==> config.mk <==
export PLATFORM = sky130hd
export DESIGN_NAME = pcw_tick_timer
export DESIGN_NICKNAME = d
export VERILOG_FILES = /design/src/rtl/pcw_tick_timer.sv
export SDC_FILE = /design/constraint.sdc
export NUM_CORES = 1
export LEC_CHECK = 0
export ABC_AREA = 1
export CAP_MARGIN = 20
export CORE_ASPECT_RATIO = 0.75
export CORE_MARGIN = 2
export CORE_UTILIZATION = 42
export CTS_CLUSTER_SIZE = 12
export DETAILED_ROUTE_END_ITERATION = 10
export MAX_ROUTING_LAYER = met4
export PLACE_DENSITY = 0.66
export SLEW_MARGIN = 30
export SYNTH_ARGS = -nofsm -noshare
export SYNTH_HDL_FRONTEND = slang
export SYNTH_SLANG_ARGS = --single-unit
==> constraint.sdc <==
create_clock -name clk -period 1.8 [get_ports clk]
set_clock_uncertainty 0.1 [all_clocks]
set_input_delay 0.36 -clock clk [delete_from_list [all_inputs] [get_ports clk]]
set_output_delay 0.36 -clock clk [all_outputs]
set_load 0.1 [all_outputs]
==> src/rtl/pcw_tick_timer.sv <==
// PCW 300 Hz tick timer: 13333/13333/13334 divider on the 4 MHz enable.
// Optional sticky overflow flag in data_out[7] when PCW_TIMER_OVF_EN is defined.
module pcw_tick_timer (
   input  logic       clk,
   input  logic       reset,
   input  logic       ce_4mhz,
   input  logic       rd_stb,
   input  logic       irq_mask,
   output logic       tick,
   output logic [3:0] pending,
   output logic [7:0] data_out,
   output logic       irq
);

   localparam logic [13:0] PER_SHORT = 14'd13333;
   localparam logic [13:0] PER_LONG  = 14'd13334;

   logic [13:0] div;
   logic [1:0]  phase;
   logic [1:0]  phase_nxt;
   logic [13:0] reload;
   logic        period_done;
   logic [3:0]  pending_nxt;
   logic        ovf;

   // Phase 2 carries the extra pulse so 3 ticks span exactly 40000 enables.
   always_comb begin
      phase_nxt   = (phase == 2'd2) ? 2'd0 : phase + 2'd1;
      reload      = (phase_nxt == 2'd2) ? PER_LONG : PER_SHORT;
      period_done = ce_4mhz && (div == 14'd1);
   end

   always_ff @(posedge clk or posedge reset) begin
      if (reset) begin
         div   <= PER_SHORT;
         phase <= 2'd0;
         tick  <= 1'b0;
      end else begin
         tick <= period_done;
         if (period_done) begin
            div   <= reload;
            phase <= phase_nxt;
         end else if (ce_4mhz) begin
            div <= div - 14'd1;
         end
      end
   end

   // A read clears the count, but a coincident tick still lands as 1.
   always_comb begin
      pending_nxt = pending;
      if (rd_stb) begin
         pending_nxt = {3'b000, tick};
      end else if (tick && (pending != 4'hF)) begin
         pending_nxt = pending + 4'd1;
      end
   end

   always_ff @(posedge clk or posedge reset) begin
      if (reset) begin
         pending <= 4'd0;
         irq     <= 1'b0;
      end else begin
         pending <= pending_nxt;
         irq     <= (pending != 4'd0) & ~irq_mask;
      end
   end

`ifdef PCW_TIMER_OVF_EN
   always_ff @(posedge clk or posedge reset) begin
      if (reset) begin
         ovf <= 1'b0;
      end else if (rd_stb) begin
         ovf <= 1'b0;
      end else if (tick && (pending == 4'hF)) begin
         ovf <= 1'b1;
      end
   end
`else
   assign ovf = 1'b0;
`endif

   assign data_out = {ovf, 3'b000, pending};

endmodule

==> results of run 1 <==
-- path summary, 6_finish.rpt --
path                            startpoint          to  slack (ns)  depth (start not counted)
worst min-delay path                 reset         irq        0.33                          3
worst max-delay path            pending[0]  pending[3]        0.20                          6
worst min register to register      div[1]      div[1]        0.39                          2
min in group clk                    div[1]      div[1]        0.39                          2
worst max register to register  pending[0]  pending[3]        0.20                          6
max in group asynchronous            reset      div[0]        1.00                          3
-- kinds of logic (layout without fill, tap and decap cells) --
logic type | after synthesis | in the layout
AOI/OAI and AO/OA | 19 | 19
xor gates and xnor gates | 1 | 1
adders and majority gates | 4 | 4
buffers and inverters | 34 | 45
DFF | 22 | 22
other | 1 | 4
and+or+nand+nor | 80 | 80
-- layer usage --
metal	vias to the layer above	routed length (um)	GRT usage
li1	522	-	-
met1	470	1160	0.235
met2	16	1040	0.239
met3	3	83	0.0476
met4	0	21	0.0510
met5	-	0	-
-- report_power, final --
group	switching [mW]	total (mW)	leakage [nW]	internal, mW
clock network	0.158	0.353	0.0288	0.195
registers	0.126	0.781	0.257	0.655
logic	0.354	0.528	0.478	0.174
total	0.637	1.66	0.764	1.02
-- worst max-delay path, cell delays in order, from the launching register on --
cell,delay [ns]
sky130_fd_sc_hd__dfrtp_2,0.48
sky130_fd_sc_hd__ha_1,0.20
sky130_fd_sc_hd__nand2_1,0.07
sky130_fd_sc_hd__o21ai_1,0.34
sky130_fd_sc_hd__nor2_1,0.07
sky130_fd_sc_hd__o21ai_0,0.16
sky130_fd_sc_hd__nor2_1,0.06
-- layout make-up --
class	instances	area, um^2	area share
timing repair buffer	17	263	0.167
multi-input combinational	108	552	0.351
tap	38	47.5	0.0303
inverter	24	90.1	0.0574
clock buffer	4	55.1	0.0351
sequential	22	563	0.359
-- registers in the layout, summed over array words and instances, names as in the netlist --
signal,cells
pending,4
phase,2
tick,1
irq,1
div,14
-- metrics by stage --
stage,utilization,hold slack [ns],worst slack (ns)
finish,0.539,0.328,0.203
global route,0.539,0.359,0.0101
CTS,0.539,0.338,0.216
detailed placement,0.520,0.370,-0.0225
global placement,0.520,0.365,0.0459
floorplan,-,0.244,0.0125
-- cells in the final DEF, fill, tap and decap left out, types with 3 or more instances in the layout --
cell	instances
sky130_fd_sc_hd__a21oi_1	7
sky130_fd_sc_hd__buf_12	10
sky130_fd_sc_hd__buf_4	3
sky130_fd_sc_hd__clkbuf_8	4
sky130_fd_sc_hd__clkdlybuf4s50_1	4
sky130_fd_sc_hd__conb_1	4
sky130_fd_sc_hd__dfrtp_1	12
sky130_fd_sc_hd__dfrtp_2	4
sky130_fd_sc_hd__dfstp_2	6
sky130_fd_sc_hd__ha_1	4
sky130_fd_sc_hd__inv_1	23
sky130_fd_sc_hd__nand2_1	32
sky130_fd_sc_hd__nand3_1	15
sky130_fd_sc_hd__nor2_1	20
sky130_fd_sc_hd__nor2_4	4
sky130_fd_sc_hd__o21ai_0	9
==> results.py, run 1 <==
metrics = {
    "sta": {
        "setup_tns_ns": 0,
        "report.final.setup_viol": 0,
        "max_freq_ghz": 0.626,
        "hold_violation_count_in_the_final_report": 0,
        "layout_worst_path_cycle_share": 0.887,
        "rsz0062_at_grt": "no",
        "slew_violations": 0,
        "final_period_minus_worst_setup_slack_ns": 1.60,
    },
    "synthesis": {
        "yosys_warnings": 0,
        "post-synth-top-count-cell": "sky130_fd_sc_hd__nand2_1",
        "synth.top_cells.by_area": "sky130_fd_sc_hd__dfrtp_1, sky130_fd_sc_hd__dfstp_2, sky130_fd_sc_hd__nand2_1",
        "yosysUniqueCellTypes": 23,
        "synthMuxAreaShare": 0,
        "synth.cells.most_frequent": "sky130_fd_sc_hd__nand2_1, sky130_fd_sc_hd__inv_1, sky130_fd_sc_hd__nor2_1, sky130_fd_sc_hd__dfrtp_1, sky130_fd_sc_hd__nand3_1",
        "synth-edff-count": 0,
        "syn-cell-area_mm2": 0.00127,
        "simple_gate_portion_of_the_synthesized_area": 0.297,
        "postSynthCellCount": 161,
        "synth_compound_gate_area_share": 0.0787,
        "synthAdderAreaFrac": 0.0394,
        "synth_area_per_cell_um2": 7.90,
        "postSynth.topFlopCell": "sky130_fd_sc_hd__dfrtp_1",
        "synth_top_area_cell": "sky130_fd_sc_hd__dfrtp_1",
        "main_combinational_cell_family_by_area_after_synthesis": "simple AND/OR/NAND/NOR gates",
        "synth_seq_cells": 22,
        "synth_seq_area_share": 0.439,
        "ys_async_sr_fraction": 1.00,
        "synth_xor_area_frac": 0.00689,
        "yosysTopAreaCellShare": 0.315,
    },
    "routing": {
        "total_wirelength_um": 2310,
        "detail_route.drc_violations": 0,
        "routed_via_density": 4.75,
        "initialDrtViolationCount": 33,
        "final_antenna_net_count": 0,
        "first_drt_pass_iteration_count": 4,
        "route.vias.total": 1011,
        "drt-wirelength-per-cell_um": 10.8,
    },
    "floorplan": {
        "io_pins": 19,
        "initial_standard_cell_utilization_of_the_core": 0.436,
        "dieHeight_um": 51.6,
        "std_cell_rows": 17,
        "floorplan.core_area_mm2": 0.00291,
        "floorplan.die_area_mm2": 0.00349,
        "dieWidth_um": 67.5,
    },
    "place": {
        "gp_routability_congestion": 0.773,
        "detailed_place_hpwl_um": 1800,
        "io_port_bufs": 14,
        "post_dp_cell_area_mm2": 0.00152,
        "place.detailed.instances": 209,
    },
    "clock_network": {
        "cts_root_buf": "sky130_fd_sc_hd__clkbuf_8",
        "cts.sink_count": 22,
        "cts-buffers-inserted": 3,
        "cts_hold_buf": 0,
        "clock_latency_at_the_later_pin_of_the_worst_skew_pair_ns": 0.26,
        "max-clock-path-buffers": 2,
        "worst_setup_hold_path_clk_slew_ns": 0.08,
        "cts-htree-levels": 1,
        "post-cts-setup-buffers": 0,
        "cts_tree": "yes",
        "post_cts.resized_instances": 0,
    },
    "worst_setup_path": {
        "critPathArrivalTime_ns": 1.65,
        "critPathRequiredTime_ns": 1.85,
        "path_class": "reg -> reg",
        "path_max_fanout": 7,
        "cp-end-kind": "register",
        "worst_setup_path_start_kind": "register",
    },
    "pwr": {
        "power_density_mw_per_mm2": 1060,
        "p_leak_nw": 0.764,
        "max-vdd-ir-drop_mv": 0.554,
        "totalPowerFinal_mw": 1.66,
    },
    "final_layout": {
        "fin_area_mm2": 0.00157,
        "final-instance-count-excl-fill": 213,
        "num-fill-cells": 264,
        "insertedDiodeCount": 0,
        "post_route_cells_drive_above_1_share": 0.211,
        "fin_nets": 185,
        "relative_area_change_from_synthesis_to_final_layout_pct": 23.5,
    },
    "flow_run": {
        "maxCapViolCount": 0,
    },
    "global_route": {
        "grt_first_pass_wirelength_um": 4240,
        "first_global_vias": 970,
        "grt_max_degree": 23,
        "initial_antenna_violation_count": 0,
        "groute.usage.overall": 0.169,
        "grt_overflow": 0,
    },
    "hold_path": {
        "min_path_type": "in -> async",
    },
    "run_status": {
        "outcome": "completed",
    },
}
Note: power is estimated with default switching activity, not from simulation.
==> run 2: changes to the inputs <==
Settings changed: MAX_ROUTING_LAYER met4 to default.
==> results.py, run 2 (synthesis gave the netlist of run 1 again) <==
metrics = {
    "final_layout": {
        "leading_cell_types_in_the_layout_fill_and_taps_excluded": "sky130_fd_sc_hd__nand2_1, sky130_fd_sc_hd__inv_1, sky130_fd_sc_hd__nor2_1, sky130_fd_sc_hd__nand3_1, sky130_fd_sc_hd__dfrtp_1",
        "fin_area_mm2": 0.00157,
        "max_reg_flops": 14,
        "reg.largest.list": "div (14), pending (4), phase (2)",
        "final_core_utilization": 0.539,
        "largest_register": "div",
        "layout_commonest_cell": "sky130_fd_sc_hd__nand2_1",
        "post_route_cells_drive_above_1_share": 0.211,
        "num-fill-cells": 264,
        "insertedDiodeCount": 0,
        "relative_area_change_from_synthesis_to_final_layout_pct": 23.5,
        "fin_nets": 185,
    },
    "pwr": {
        "part_of_the_total_power_dissipated_in_the_clock_network": 0.212,
        "max-vdd-ir-drop_mv": 0.554,
        "sw_frac_of_total": 0.384,
        "totalPowerFinal_mw": 1.66,
        "power_report.internal_total_mw": 1.02,
        "power_density_mw_per_mm2": 1060,
        "combinationalPowerShare": 0.318,
        "power.sequential.fraction": 0.470,
        "p_leak_nw": 0.764,
        "total_switching_power_uw": 637,
    },
    "clock_network": {
        "cts_tree": "yes",
        "post-cts-setup-buffers": 0,
        "cts-htree-levels": 1,
        "cts_root_buf": "sky130_fd_sc_hd__clkbuf_8",
        "post_cts.resized_instances": 0,
        "max-clock-path-buffers": 2,
        "cts.sink_count": 22,
        "worst_setup_hold_path_clk_slew_ns": 0.08,
        "clock_latency_at_the_later_pin_of_the_worst_skew_pair_ns": 0.26,
        "cts_hold_buf": 0,
        "cts-buffers-inserted": 3,
    },
    "floorplan": {
        "initial_standard_cell_utilization_of_the_core": 0.436,
        "io_pins": 19,
        "floorplan.die_area_mm2": 0.00349,
        "std_cell_rows": 17,
        "floorplan.core_area_mm2": 0.00291,
        "dieWidth_um": 67.5,
        "dieHeight_um": 51.6,
    },
    "run_status": {
        "outcome": "completed",
    },
    "worst_setup_path": {
        "crit_top_cell": "sky130_fd_sc_hd__nor2_1",
        "critPathTopFamily": "compound AO/OA/AOI/OAI gates",
        "critPathMaxStageDelay_ns": 0.48,
        "critPathArrivalTime_ns": 1.65,
        "cp-end-kind": "register",
        "path_cells": "ha_1 -> nand2_1 -> o21ai_1 -> nor2_1 -> o21ai_0 -> nor2_1",
        "crit_slowest_cell": "sky130_fd_sc_hd__dfrtp_2",
        "path_class": "reg -> reg",
        "worst-path-buf-inv": 0,
        "path_max_fanout": 7,
        "critPathRequiredTime_ns": 1.85,
        "worst_setup_path_start_kind": "register",
    },
    "routing": {
        "final_antenna_net_count": 0,
        "drt-wirelength-per-cell_um": 10.8,
        "first_drt_pass_iteration_count": 4,
        "total_wirelength_um": 2310,
        "initialDrtViolationCount": 33,
        "detail_route.drc_violations": 0,
        "route.vias.total": 1011,
        "routed_via_density": 4.75,
    },
    "global_route": {
        "grt_max_degree": 23,
        "initial_antenna_violation_count": 0,
        "grt_overflow": 0,
        "groute.usage.overall": 0.164,
        "first_global_vias": 969,
        "grt_first_pass_wirelength_um": 4240,
    },
    "sta": {
        "layout_worst_path_cycle_share": 0.887,
        "rsz0062_at_grt": "no",
        "final_period_minus_worst_setup_slack_ns": 1.60,
        "hold_violation_count_in_the_final_report": 0,
        "max_freq_ghz": 0.626,
        "final_worst_hold_slack_ns": 0.328,
        "report.final.setup_viol": 0,
        "slew_violations": 0,
    },
    "place": {
        "io_port_bufs": 14,
        "post_dp_cell_area_mm2": 0.00152,
        "gp_routability_congestion": 0.763,
        "detailed_place_hpwl_um": 1800,
    },
    "hold_path": {
        "min_path_type": "in -> async",
    },
    "flow_run": {
        "maxCapViolCount": 0,
    },
}
run 2: final cells by class:
class	instances	area [um^2]	area share
repair buffers	17	263	0.167
well taps	38	47.5	0.0303
flip-flops and latches	22	563	0.359
clock buffers	4	55.1	0.0351
inverters	24	90.1	0.0574
multi-input cells	108	552	0.351
run 2: metal layers:
metal  wire, um  vias up  global-route usage
met1       1160      470               0.235
met3         85        3              0.0476
li1           -      522                   -
met4         21        0              0.0510
met2       1040       16               0.239
met5          0        -                   0
run 2: stage by stage:
step | setup slack [ns] | std cells | setup TNS, ns
floorplan | 0.0125 | 164 | 0
global route | 0.0101 | 213 | 0
detailed placement | -0.0225 | 209 | -0.0430
CTS | 0.216 | 213 | 0
global placement | 0.0459 | 209 | 0
finish | 0.203 | 213 | 0
run 2: path summary, 6_finish.rpt:
| check | startpoint | slack, ns | endpoint | cells after the start |
|---|---|---|---|---|
| hold / removal | reset | 0.33 | irq | 3 |
| hold reg to reg | div[1] | 0.39 | div[1] | 2 |
| setup / recovery | pending[0] | 0.20 | pending[3] | 6 |
| min in group clk | div[1] | 0.39 | div[1] | 2 |
| setup reg to reg | pending[0] | 0.20 | pending[3] | 6 |
| max in group asynchronous | reset | 1.00 | div[0] | 3 |
run 2: power groups by stage:
| stage | registers (mW) | logic (mW) | clock network, mW |
|---|---|---|---|
| after detailed placement | 0.787 | 0.525 | 0 |
| after CTS | 0.778 | 0.528 | 0.365 |
| final | 0.781 | 0.528 | 0.353 |
| after global placement | 0.779 | 0.502 | 0 |
| after floorplan | 0.758 | 0.440 | 0 |
| after global routing | 0.804 | 0.622 | 0.384 |
run 2: worst register-to-register path, delay by kind of cell, from the launching register on:
family	cells	cell delay, ns
AND/OR/NAND/NOR	3	0.20
AO/OA/AOI/OAI	2	0.50
flip-flops	1	0.48
adder cells (fa/ha/maj)	1	0.20
==> run 3: changes to the inputs <==
Settings changed: PLACE_DENSITY 0.66 to 0.76.
==> results.py, run 3 (synthesis gave the netlist of run 1 again) <==
metrics = {
    "global_route": {
        "groute.usage.overall": 0.168,
        "grt_max_degree": 23,
        "initial_antenna_violation_count": 0,
        "grt_first_pass_wirelength_um": 4480,
        "grt_overflow": 0,
        "first_global_vias": 980,
    },
    "worst_setup_path": {
        "critPathArrivalTime_ns": 1.67,
        "path_max_fanout": 18,
        "path_class": "reg -> reg",
        "r2r.worst_path.cells": 8,
        "worst_setup_path_start_kind": "register",
        "critical_path.startpoint": "div[0]",
        "rr_endpoint": "phase[0]",
        "worst_r2r_startpoint": "div[0]",
        "critPathRequiredTime_ns": 1.85,
        "worst-r2r-setup-slack_ns": 0.18,
        "cp-end-kind": "register",
        "worstSetupEndpoint": "phase[0]",
    },
    "routing": {
        "total_wirelength_um": 2480,
        "routed_via_density": 4.86,
        "highest-signal-layer": "met4",
        "route.vias.total": 1035,
        "first_drt_pass_iteration_count": 4,
        "detail_route.drc_violations": 0,
        "final_antenna_net_count": 0,
        "drt-wirelength-per-cell_um": 11.6,
        "initialDrtViolationCount": 75,
        "met3RoutedLength_um": 67,
        "wirelength_met1_um": 1150,
        "met2_length_um": 1230,
    },
    "clock_network": {
        "cts_root_buf": "sky130_fd_sc_hd__clkbuf_8",
        "clock_latency_at_the_later_pin_of_the_worst_skew_pair_ns": 0.27,
        "cts-buffers-inserted": 3,
        "cts_tree": "yes",
        "worst_setup_hold_path_clk_slew_ns": 0.09,
        "cts_hold_buf": 0,
        "cts-htree-levels": 1,
        "max-clock-path-buffers": 2,
        "cts.sink_count": 22,
    },
    "final_layout": {
        "layout_commonest_cell": "sky130_fd_sc_hd__nand2_1",
        "final_core_utilization": 0.546,
        "post_route_cells_drive_above_1_share": 0.217,
        "fin_nets": 185,
        "max_reg_flops": 14,
        "largest_register": "div",
        "relative_area_change_from_synthesis_to_final_layout_pct": 25.1,
        "reg.largest.list": "div (14), pending (4), phase (2)",
        "leading_cell_types_in_the_layout_fill_and_taps_excluded": "sky130_fd_sc_hd__nand2_1, sky130_fd_sc_hd__inv_1, sky130_fd_sc_hd__nor2_1, sky130_fd_sc_hd__nand3_1, sky130_fd_sc_hd__dfrtp_1",
        "num-fill-cells": 246,
        "insertedDiodeCount": 0,
    },
    "flow_run": {
        "maxCapViolCount": 0,
    },
    "pwr": {
        "p_leak_nw": 0.771,
        "power.sequential.fraction": 0.444,
        "sw_frac_of_total": 0.365,
        "power_report.internal_total_mw": 1.13,
        "total_switching_power_uw": 648,
        "power_density_mw_per_mm2": 1120,
        "part_of_the_total_power_dissipated_in_the_clock_network": 0.258,
        "max-vdd-ir-drop_mv": 0.626,
        "combinationalPowerShare": 0.298,
    },
    "sta": {
        "timing.final.ws_setup_ns": 0.181,
        "rsz0062_at_grt": "no",
        "layout_worst_path_cycle_share": 0.900,
        "report.final.setup_viol": 0,
        "max_freq_ghz": 0.618,
        "final_period_minus_worst_setup_slack_ns": 1.62,
        "slew_violations": 0,
        "hold_violation_count_in_the_final_report": 0,
    },
    "floorplan": {
        "dieWidth_um": 67.5,
        "std_cell_rows": 17,
        "initial_standard_cell_utilization_of_the_core": 0.436,
        "floorplan.core_area_mm2": 0.00291,
        "dieHeight_um": 51.6,
        "floorplan.die_area_mm2": 0.00349,
        "io_pins": 19,
    },
    "place": {
        "io_port_bufs": 14,
        "detailed_place_hpwl_um": 1930,
        "gp_routability_congestion": 0.810,
        "pre_cts_ws_ns": -0.0475,
    },
    "hold_path": {
        "min_path_type": "in -> async",
    },
    "run_status": {
        "outcome": "completed",
    },
}
-- run 3: changes by cell type in the layout (fill, tap and decap cells not counted) --
cell / delta
sky130_fd_sc_hd__o21ai_2: +1
sky130_fd_sc_hd__o21ai_1: -1
sky130_fd_sc_hd__bufinv_16: +1
sky130_fd_sc_hd__clkbuf_8: -1
-- run 3: power by group through the flow --
| stage | Combinational (mW) | Sequential [mW] | Clock [mW] |
|---|---|---|---|
| global placement | 0.496 | 0.777 | 0 |
| detailed placement | 0.525 | 0.792 | 0 |
| floorplan | 0.440 | 0.758 | 0 |
| CTS | 0.529 | 0.783 | 0.467 |
| finish | 0.529 | 0.787 | 0.458 |
| global route | 0.600 | 0.809 | 0.490 |
-- run 3: routing by layer --
layer,GRT usage,vias up
met5,0,-
met4,0.0408,0
met3,0.0390,4
met2,0.276,13
met1,0.225,496
li1,-,522
-- run 3: worst min-delay path by stage --
stage / startpoint / endpoint / cells past startpoint
after floorplan: reset / div[11] / 1
after global placement: div[1] / div[1] / 2
after detailed placement: div[8] / div[8] / 1
after CTS: reset / div[6] / 3
after global routing: reset / div[6] / 3
final: reset / div[6] / 3
-- run 3: critical path: stages (launching register included) --
cell	delay (ns)
sky130_fd_sc_hd__dfstp_2	0.56
sky130_fd_sc_hd__ha_1	0.14
sky130_fd_sc_hd__nand2_1	0.05
sky130_fd_sc_hd__inv_1	0.05
sky130_fd_sc_hd__nand2_1	0.07
sky130_fd_sc_hd__nor2_4	0.13
sky130_fd_sc_hd__nand2_4	0.15
sky130_fd_sc_hd__o21ai_0	0.20
sky130_fd_sc_hd__inv_1	0.06
-- run 3: final cells by class --
| class | count | area, um^2 | area share |
|---|---|---|---|
| Sequential cell | 22 | 563 | 0.354 |
| Tap cell | 38 | 47.5 | 0.0299 |
| Inverter | 24 | 90.1 | 0.0566 |
| Clock inverter | 1 | 30.0 | 0.0189 |
| Multi-Input combinational cell | 108 | 556 | 0.349 |
| Clock buffer | 3 | 41.3 | 0.0260 |
| Timing Repair Buffer | 17 | 263 | 0.165 |
-- run 3: stage by stage --
step           setup TNS (ns)  hold WS [ns]  cells  power [mW]  area (um^2)
6_report                    0         0.313    213        1.77         1590
5_1_grt                     0         0.358    213        1.90         1590
4_1_cts                     0         0.324    213        1.78         1590
3_5_place_dp          -0.0516         0.379    209        1.32         1520
3_3_place_gp                0         0.364    209        1.27         1520
2_1_floorplan               0         0.244    164        1.20         1290
-- run 3: timing repair --
| item | CTS | global route |
|---|---|---|
| buffers inserted | 0 | 0 |
| gates resized for setup | 0 | 1 |
| endpoints found under the setup margin | 0 | 2 |
